<file path="config.mk">
export PLATFORM = sky130hd
export DESIGN_NAME = im_fetch_ctrl
export DESIGN_NICKNAME = d
export VERILOG_FILES = /design/src/rtl/im_fetch_ctrl.sv
export SDC_FILE = /design/constraint.sdc
export NUM_CORES = 1
export LEC_CHECK = 0
export CORE_MARGIN = 2
export CORE_UTILIZATION = 54
export DETAILED_ROUTE_END_ITERATION = 10
export MAX_ROUTING_LAYER = met4
export PLACE_DENSITY = 0.89
export SKIP_LAST_GASP = 1
export SLEW_MARGIN = 20
export SYNTH_ARGS = -nofsm -noshare
export SYNTH_HDL_FRONTEND = slang
export SYNTH_SLANG_ARGS = --single-unit
</file>
<file path="constraint.sdc">
create_clock -name clk -period 3.85 [get_ports clk]
set_input_delay 0.77 -clock clk [delete_from_list [all_inputs] [get_ports clk]]
set_output_delay 0.77 -clock clk [all_outputs]
set_load 0.01 [all_outputs]
</file>
<file path="src/rtl/im_fetch_ctrl.sv">
// Instruction-fetch sequencer: owns fetch PC, captures IM read words into a prefetch queue for decode.
// Latency: word fetched at edge N is the queue head after edge N; no comb im_rd-to-inst path.
// Backpressure: inst_ready=0 holds the head; queue fills to DEPTH, then fetch_pc stalls.
module im_fetch_ctrl #(
    parameter int ADDR_W   = 16,
    parameter int DATA_W   = 32,
    parameter int DEPTH    = 4,
    parameter int RESET_PC = 0
) (
    input  logic                        clk,
    input  logic                        rst,
    input  logic                        en,
    output logic [ADDR_W-1:0]           im_addr,
    input  logic [DATA_W-1:0]           im_rd,
    output logic                        inst_valid,
    input  logic                        inst_ready,
    output logic [DATA_W-1:0]           inst,
    output logic [ADDR_W-1:0]           inst_pc,
    input  logic                        redirect_valid,
    input  logic [ADDR_W-1:0]           redirect_pc,
    output logic                        fault,
    output logic [ADDR_W-1:0]           fault_pc,
    output logic [$clog2(DEPTH):0]      q_count
);
    localparam int PW = $clog2(DEPTH);
    localparam int CW = PW + 1;

    typedef enum logic [1:0] {IDLE, RUN, FAULT} state_t;

    state_t              state_q, state_d;
    logic [ADDR_W-1:0]   fetch_pc_q;
    logic [ADDR_W-1:0]   pc_mem  [DEPTH];
    logic [DATA_W-1:0]   dat_mem [DEPTH];
    logic [PW-1:0]       head_q, tail_q;
    logic [CW-1:0]       count_q;
    logic                fault_q;
    logic [ADDR_W-1:0]   fault_pc_q;

    logic flush, misalign, push, pop;

    // Redirects are ignored once faulted; a misaligned one flushes but keeps fetch_pc.
    assign flush    = redirect_valid & (state_q != FAULT);
    assign misalign = flush & (redirect_pc[1:0] != 2'b00);
    assign pop      = inst_valid & inst_ready;
    assign push     = (state_q == RUN) & ~redirect_valid &
                      ((count_q < CW'(DEPTH)) | pop);

    assign im_addr    = fetch_pc_q;
    assign inst_valid = (count_q != '0);
    assign inst       = inst_valid ? dat_mem[head_q] : '0;
    assign inst_pc    = inst_valid ? pc_mem[head_q]  : '0;
    assign fault      = fault_q;
    assign fault_pc   = fault_pc_q;
    assign q_count    = count_q;

    always_comb begin
        state_d = state_q;
        case (state_q)
            IDLE: begin
                if (misalign)
                    state_d = FAULT;
                else if (!redirect_valid && en)
                    state_d = RUN;
            end
            RUN: begin
                if (misalign)
                    state_d = FAULT;
                else if (!redirect_valid && !en)
                    state_d = IDLE;
            end
            FAULT:   state_d = FAULT;
            default: state_d = IDLE;
        endcase
    end

    always_ff @(posedge clk) begin
        if (rst) begin
            state_q    <= IDLE;
            fetch_pc_q <= ADDR_W'(RESET_PC);
            head_q     <= '0;
            tail_q     <= '0;
            count_q    <= '0;
            fault_q    <= 1'b0;
            fault_pc_q <= '0;
        end else begin
            state_q <= state_d;
            if (flush) begin
                head_q  <= '0;
                tail_q  <= '0;
                count_q <= '0;
                if (misalign) begin
                    fault_q    <= 1'b1;
                    fault_pc_q <= redirect_pc;
                end else begin
                    fetch_pc_q <= redirect_pc;
                end
            end else begin
                if (push) begin
                    tail_q     <= tail_q + PW'(1);
                    fetch_pc_q <= fetch_pc_q + ADDR_W'(4);
                end
                if (pop)
                    head_q <= head_q + PW'(1);
                case ({push, pop})
                    2'b10:   count_q <= count_q + CW'(1);
                    2'b01:   count_q <= count_q - CW'(1);
                    default: count_q <= count_q;
                endcase
            end
        end
    end

    // Storage carries no reset; occupancy alone decides what is visible.
    always_ff @(posedge clk) begin
        if (push) begin
            pc_mem[tail_q]  <= fetch_pc_q;
            dat_mem[tail_q] <= im_rd;
        end
    end
endmodule

</file>
==> reports/qor.txt, run 1 <==
Port Buffers: 137
starting DRC count in detailed routing: 518
post-synthesis mux area share: 13.24%
# Post-CTS Setup Buffers: 0
Yosys warning count: 0
Core Box Area: 17120 um2
CTS tree: done
first-pass GRT wire length: 31230 um
DR WL/cell: 21.40 um
nets: 756
Lkg Pwr: 3.927 nW
Synth Cell Area: 9371 um2
largest net degree at the start of global routing: 50
setup TNS: 0 ns
CP Capture Type: output port
Final Skew: 0.01105 ns
register area share after synthesis: 70.92%
Post-synth EDFFs: 192
main combinational cell family by area after synthesis: multiplexers
DPL Wire Length: 12120 um
vias in the first global route: 5564
asr flop ratio synth: 0%
via count: 5499
ys flop type: edfxtp_1
CP Cell Sequence: buf_12 > mux4_2 > and2_1 > clkdlybuf4s50_1
area leader, netlist: edfxtp_1
Clock Latency Late Sink: 0.50 ns
CTS Buf Count: 24
Initial Util: 54.75%
antenna fix cells: 0
Max Root-Sink Buffers: 3
Critical Path RT: 3.08 ns
slowest CP cell: dfxtp_4
number of H-tree levels: 1
synth-to-layout area growth: 26.44%
share of post-route cells with drive strength above 1: 16.11%
Pwr Density: 456.9 nW/um2
Least-Margin Pin Slew: 1.096 ns
Worst-path clk slew: 0.06 ns
Worst path top cell family by delay: buffers and inverters
Post-Syn Nets: 611
Yosys cell types: 48
Buf+Inv Stages, Crit Path: 2
post-synthesis compound-gate area fraction: 3.525%
max incr delay on CP: 0.70 ns
All-Layer GR Usage: 22.88%
XOR/XNOR share of the synthesized area: 0.5607%
Hold Buf Count CTS: 0
Final Setup Violations: 0
number of synthesized register bits: 236
drt pass-1 iters: 5
Crit Path Class: reg -> out
run status: finished clean
Hold WC Path Type: reg -> reg
Die X: 135.7 um
RSZ-0062 raised after global routing: false
fmax: 288.8 MHz
relative slew slack: 26.69%
Synth Area in Simple Gates: 8.652%
Post-route DRC: 0
Synth Area in Adders: 1.015%
Sink Count: 236
max_cap viols: 0
Resize count post-CTS: 0
Crit Path Max Fanout: 26
Clock Tree Root: clkbuf_16
Final Util: 69.23%
initial antenna violation count: 0
Mapped Avg Cell Area: 17.01 um2
fin. max-slew vios: 0
overflow left after global routing: 0
Gate Count Post-Synth: 551
Tcrit/Tclk final: 89.93%
Arr. time, crit path: 2.69 ns
total I/O pin count: 138
final WL: 20090 um
share of the synthesized area in the top cell type: 61.52%
fillers: 1066
die area: 18420 um2
chip height: 135.7 um
Worst VDD drop: 346.4 uV
Rows: 48
antenna-violating nets left: 0
top cells by area, synth: edfxtp_1 (62%), mux4_2 (12%), dfxtp_1 (9.4%)
GP Congestion: 0.9506
Tmin final: 3.462 ns
startpoint type of the worst setup path: flip-flop
final hold viol count: 0
Avg Vias per Cell: 5.856
==> where the power goes <==
| group | switching [W] | total (W) | internal (W) |
|---|---|---|---|
| Clock | 0.000931 | 0.00235 | 0.00142 |
| Combinational | 0.000129 | 0.000262 | 0.000133 |
| Sequential | 0.0000252 | 0.00280 | 0.00278 |
| Total | 0.00108 | 0.00541 | 0.00433 |
==> per-layer routing <==
metal | share of wire, % | global-route usage [%] | wire, um
met4 | 1.4 | 4.977 | 287
met3 | 8.2 | 3.330 | 1639
met1 | 41 | 31.40 | 8158
met5 | 0 | - | 0
met2 | 50 | 37.07 | 10010
==> Yosys cell counts (4+ instances only) <==
library cell  number
edfxtp_1         192
and2_1            54
mux4_2            48
dfxtp_1           44
nor2_1            32
a21oi_1           18
nand2_1           18
mux2i_1           16
clkbuf_1          12
nor3_1            11
o21ai_0           11
nand3_1            9
buf_2              8
inv_1              7
ha_1               6
and3_1             5
buf_6              4
==> worst register-to-register path, delay by kind of cell (launching register included) <==
| family | cells | cell delay [ns] |
|---|---|---|
| buf+inv | 2 | 0.25 |
| fa+ha+maj | 2 | 0.58 |
| xor+xnor | 2 | 0.30 |
| simple gates | 4 | 0.57 |
| flops | 1 | 0.39 |
==> path summary, 6_finish.rpt <==
check                           slack, ns  depth (start not counted)                      from                  endpoint
worst max-delay path                 0.39                          4                 flip-flop                  inst[13]
worst min-delay path                 0.48                          2  fault_pc[1]$_SDFFE_PP0P_  fault_pc[1]$_SDFFE_PP0P_
worst max register to register       1.59                         10   q_count[2]$_SDFFE_PP0P_   q_count[2]$_SDFFE_PP0P_
worst min register to register       0.48                          2  fault_pc[1]$_SDFFE_PP0P_  fault_pc[1]$_SDFFE_PP0P_
==> sequential cells by signal (all words and copies together), names as in the netlist, named ones only <==
register  cells
dat_mem     128
pc_mem       64
fault_pc     16
im_addr      16
q_count       3
head_q        2
state_q       2
tail_q        2
fault         1
==> cells in the final DEF (no fill, tap or decap), types with 3 or more instances in the layout <==
cell / synthesis / layout
clkinv_2: 0 / 8
nand2_1: 18 / 18
nand3_1: 9 / 9
a21oi_1: 18 / 18
clkbuf_8: 0 / 3
and2_2: 0 / 4
nor3_1: 11 / 11
edfxtp_1: 192 / 192
xnor2_1: 3 / 3
ha_1: 6 / 6
clkbuf_16: 0 / 26
buf_12: 0 / 5
mux2i_1: 16 / 16
and2_1: 54 / 50
and3_1: 5 / 5
a31oi_1: 3 / 3
mux4_2: 48 / 48
o21ai_0: 11 / 11
buf_4: 3 / 8
clkdlybuf4s50_1: 0 / 137
nor2_1: 32 / 32
inv_1: 7 / 7
nor3b_1: 3 / 3
nand4_1: 3 / 3
o22ai_1: 3 / 3
xor2_1: 3 / 3
dfxtp_1: 44 / 42
==> final cells by class <==
class | count | area [um2] | share of cell area [%]
Clock buffer | 31 | 699.4 | 5.903
Clock inverter | 13 | 123.9 | 1.045
Inverter | 7 | 26.28 | 0.2218
Multi-Input combinational cell | 277 | 2535 | 21.39
Sequential cell | 236 | 6651 | 56.13
Tap cell | 225 | 281.5 | 2.376
Timing Repair Buffer | 150 | 1531 | 12.92
==> logic make-up after synthesis <==
group	after synthesis
DFF	236
buffers and inverters	38
xor gates and xnor gates	6
and+or+nand+nor	150
AOI/OAI and AO/OA	50
adders and majority gates	7
muxes	64
==> metrics by stage <==
step | cell area, um2 | instances | worst slack, ns | hold WS (ns) | total power [W]
2_1_floorplan | 9371 | 551 | 0.8884 | 0.4415 | 0.002973
3_3_place_gp | 11030 | 895 | 0.8409 | 0.4464 | 0.003100
3_5_place_dp | 11030 | 895 | 0.7142 | 0.4640 | 0.003112
4_1_cts | 11850 | 939 | 0.3149 | 0.4795 | 0.005446
5_1_grt | 11850 | 939 | 0.2243 | 0.4876 | 0.005566
6_report | 11850 | 939 | 0.3875 | 0.4786 | 0.005414
Power figures use the tool's default switching activity.
==> run 2, diff against run 1 <==
- CORE_UTILIZATION: 54 -> 58
- CTS_CLUSTER_SIZE: default -> 10
- PLACE_DENSITY: 0.89 -> 0.95
- clock period: 3.85 -> 4 ns (I/O delays scaled with it)
==> run 2 against run 1 <==
Against the previous run:
- final area fell by 0.90%
- wire length rose by 8.3%
- sequential share of layout area rose by 0.51 points
- combinational power fell by 3%
- final cell count fell by 0.32%
- register-to-register slack improved by 0.20 ns
- utilization rose by 5.0 points
- flip-flop and latch count did not move
- first-iteration DRC count rose by 1.5%
- setup slack got worse by 0.043 ns
- worst hold slack improved by 0.0046 ns
- critical path depth did not move
- critical path type unchanged
- highest routed layer unchanged
==> reports/qor.txt, run 2 (synthesis gave the netlist of run 1 again) <==
number of H-tree levels: 1 (unchanged)
final hold viol count: 0 (unchanged)
Pwr Density: 433.3 nW/um2 (was 456.9 nW/um2)
GRT met1 Usage: 34.45% (was 31.40%)
CP Capture Type: output port (unchanged)
DPL Wire Length: 13220 um (was 12120 um)
Core Box Area: 15830 um2 (was 17120 um2)
Final Setup Violations: 0 (unchanged)
via count: 5562 (was 5499)
run status: finished clean (unchanged)
Clock Tree Root: clkbuf_16 (unchanged)
All-Layer GR Usage: 26.39% (was 22.88%)
DP Area: 10980 um2 (was 11030 um2)
max reg flops: 128 (unchanged)
initial antenna violation count: 0 (unchanged)
Max Root-Sink Buffers: 3 (unchanged)
commonest non-fill, non-tap cells in the layout: edfxtp_1 (192), clkdlybuf4s50_1 (137), and2_1 (50) (unchanged)
GR peak layer: met2 (unchanged)
depth of the worst register-to-register path: 6 (was 10)
relative slew slack: 52.12% (was 26.69%)
Arr. time, crit path: 2.86 ns (was 2.69 ns)
Least-Margin Pin Slew: 0.7182 ns (was 1.096 ns)
first-pass GRT wire length: 33880 um (was 31230 um)
Buf+Inv Stages, Crit Path: 2 (unchanged)
most common cell after layout, fill and taps aside: edfxtp_1 (unchanged)
starting DRC count in detailed routing: 526 (was 518)
max_cap viols: 0 (unchanged)
Worst VDD drop: 328.7 uV (was 346.4 uV)
final instance area: 11740 um2 (was 11850 um2)
Hold WC Path Type: reg -> reg (unchanged)
# Post-CTS Setup Buffers: 0 (unchanged)
slack of the worst reg-to-reg path: 1.79 ns (was 1.59 ns)
share of post-route cells with drive strength above 1: 14.31% (was 16.11%)
WHS Path Cells: 2 (unchanged)
FF-to-FF End: im_addr[10]$_SDFFE_PP0P_ (was q_count[2]$_SDFFE_PP0P_)
Final Skew: 0.008237 ns (was 0.01105 ns)
fin. max-slew vios: 0 (unchanged)
die area: 17190 um2 (was 18420 um2)
antenna-violating nets left: 0 (unchanged)
Worst path top cell family by delay: buffers and inverters (unchanged)
total I/O pin count: 138 (unchanged)
synth-to-layout area growth: 25.30% (was 26.44%)
RSZ-0062 raised after global routing: false (unchanged)
CTS tree: done (unchanged)
antenna fix cells: 0 (unchanged)
final std cells w/o fill: 936 (was 939)
Hold Buf Count CTS: 0 (unchanged)
Tcrit/Tclk final: 91.39%
top flop regs: dat_mem x128, pc_mem x64 (unchanged)
fillers: 902 (was 1066)
Rows: 46 (was 48)
max incr delay on CP: 0.73 ns (was 0.70 ns)
grt met3 use: 5.401% (was 3.330%)
GR Util met2: 43.10% (was 37.07%)
Avg Vias per Cell: 5.942 (was 5.856)
Die X: 131.1 um (was 135.7 um)
GP Congestion: 0.8720 (was 0.9506)
Critical Path RT: 3.20 ns (was 3.08 ns)
dpl cells: 887 (was 895)
Worst-path clk slew: 0.05 ns (was 0.06 ns)
DR WL/cell: 23.25 um (was 21.40 um)
CTS Buf Count: 27 (was 24)
Crit Path Class: reg -> out (unchanged)
largest net degree at the start of global routing: 50 (unchanged)
HP Start: fault_pc[1]$_SDFFE_PP0P_ (unchanged)
fmax: 273.6 MHz
drt pass-1 iters: 6 (was 5)
Crit Path Max Fanout: 29 (was 26)
setup TNS: 0 ns (unchanged)
Resize count post-CTS: 0 (unchanged)
hold path endpoint: fault_pc[1]$_SDFFE_PP0P_ (unchanged)
most flop-heavy register: dat_mem (unchanged)
vias in the first global route: 5761 (was 5564)
Tmin final: 3.656 ns
Lkg Pwr: 3.870 nW (was 3.927 nW)
chip height: 131.1 um (was 135.7 um)
overflow left after global routing: 0 (unchanged)
Initial Util: 59.21% (was 54.75%)
reg2reg start: state_q[0]$_SDFFE_PP0P_ (was q_count[2]$_SDFFE_PP0P_)
Port Buffers: 137 (unchanged)
final WL: 21760 um (was 20090 um)
Sink Count: 236 (unchanged)
Clock Latency Late Sink: 0.51 ns (was 0.50 ns)
Design Power: 0.005088 W (was 0.005414 W)
CP Cell Sequence: buf_4 > mux4_2 > and2_1 > clkdlybuf4s50_1 (was buf_12 > mux4_2 > and2_1 > clkdlybuf4s50_1)
startpoint type of the worst setup path: flip-flop (unchanged)
Final Util: 74.19% (was 69.23%)
Post-route DRC: 0 (unchanged)
slowest CP cell: dfxtp_4 (unchanged)
nets: 760 (was 756)
run 2: cell types whose count changed in the layout (fill, tap and decap cells not counted), sizes merged:
cell | previous run | this run
buf | 13 | 14
bufinv | 2 | 0
clkbuf | 31 | 48
clkinv | 11 | 1
run 2: worst max path at each step:
stage | from | to | slack, ns | cells after the start
floorplan | inst_ready | dat_mem[0][0]$_DFFE_PP_ | 1.01 | 4
global placement | redirect_valid | q_count[2]$_SDFFE_PP0P_ | 0.71 | 11
detailed placement | redirect_valid | q_count[2]$_SDFFE_PP0P_ | 0.64 | 11
CTS | flip-flop | inst[15] | 0.28 | 4
global route | flip-flop | inst[15] | 0.18 | 4
finish | flip-flop | inst[15] | 0.34 | 4
run 2: routing by layer:
metal / up-vias / wire length, um
met3: 37 / 1680
met2: 298 / 11050
li1: 2437 / -
met5: - / 0
met1: 2790 / 8541
met4: 0 / 490
run 2: where the power goes:
part | leakage (nW) | switching [W] | internal [W] | total [W]
clock | 0.359 | 0.000876 | 0.00126 | 0.00214
sequential | 2.17 | 0.0000254 | 0.00267 | 0.00270
combinational | 1.35 | 0.000126 | 0.000128 | 0.000253
run 2: final cells by class:
cell class,instances,area [um2],area share [%]
Timing Repair Buffer,151,1501,12.79
Inverter,7,26.28,0.2238
Multi-Input combinational cell,277,2535,21.59
Tap cell,216,270.3,2.302
Clock buffer,48,754.5,6.425
Clock inverter,1,3.754,0.03197
Sequential cell,236,6651,56.64
run 2: worst min-delay path, cell delays in order (launching register included):
cell and delay (ns):
dfxtp_1 0.32, nand2_1 0.05, a21oi_1 0.06
run 2: metrics by stage:
step	hold slack, ns	setup WS, ns
finish	0.4832	0.3444
floorplan	0.4415	1.008
global placement	0.4467	0.7146
CTS	0.4767	0.2773
detailed placement	0.4635	0.6395
global route	0.4833	0.1754
==> run 3, diff against run 2 <==
- GPL_TIMING_DRIVEN: default -> 1
- SLEW_MARGIN: 20 -> 0
==> results of run 3 <==
Same layout as run 2: the final DEF is identical, and so are final timing and power.
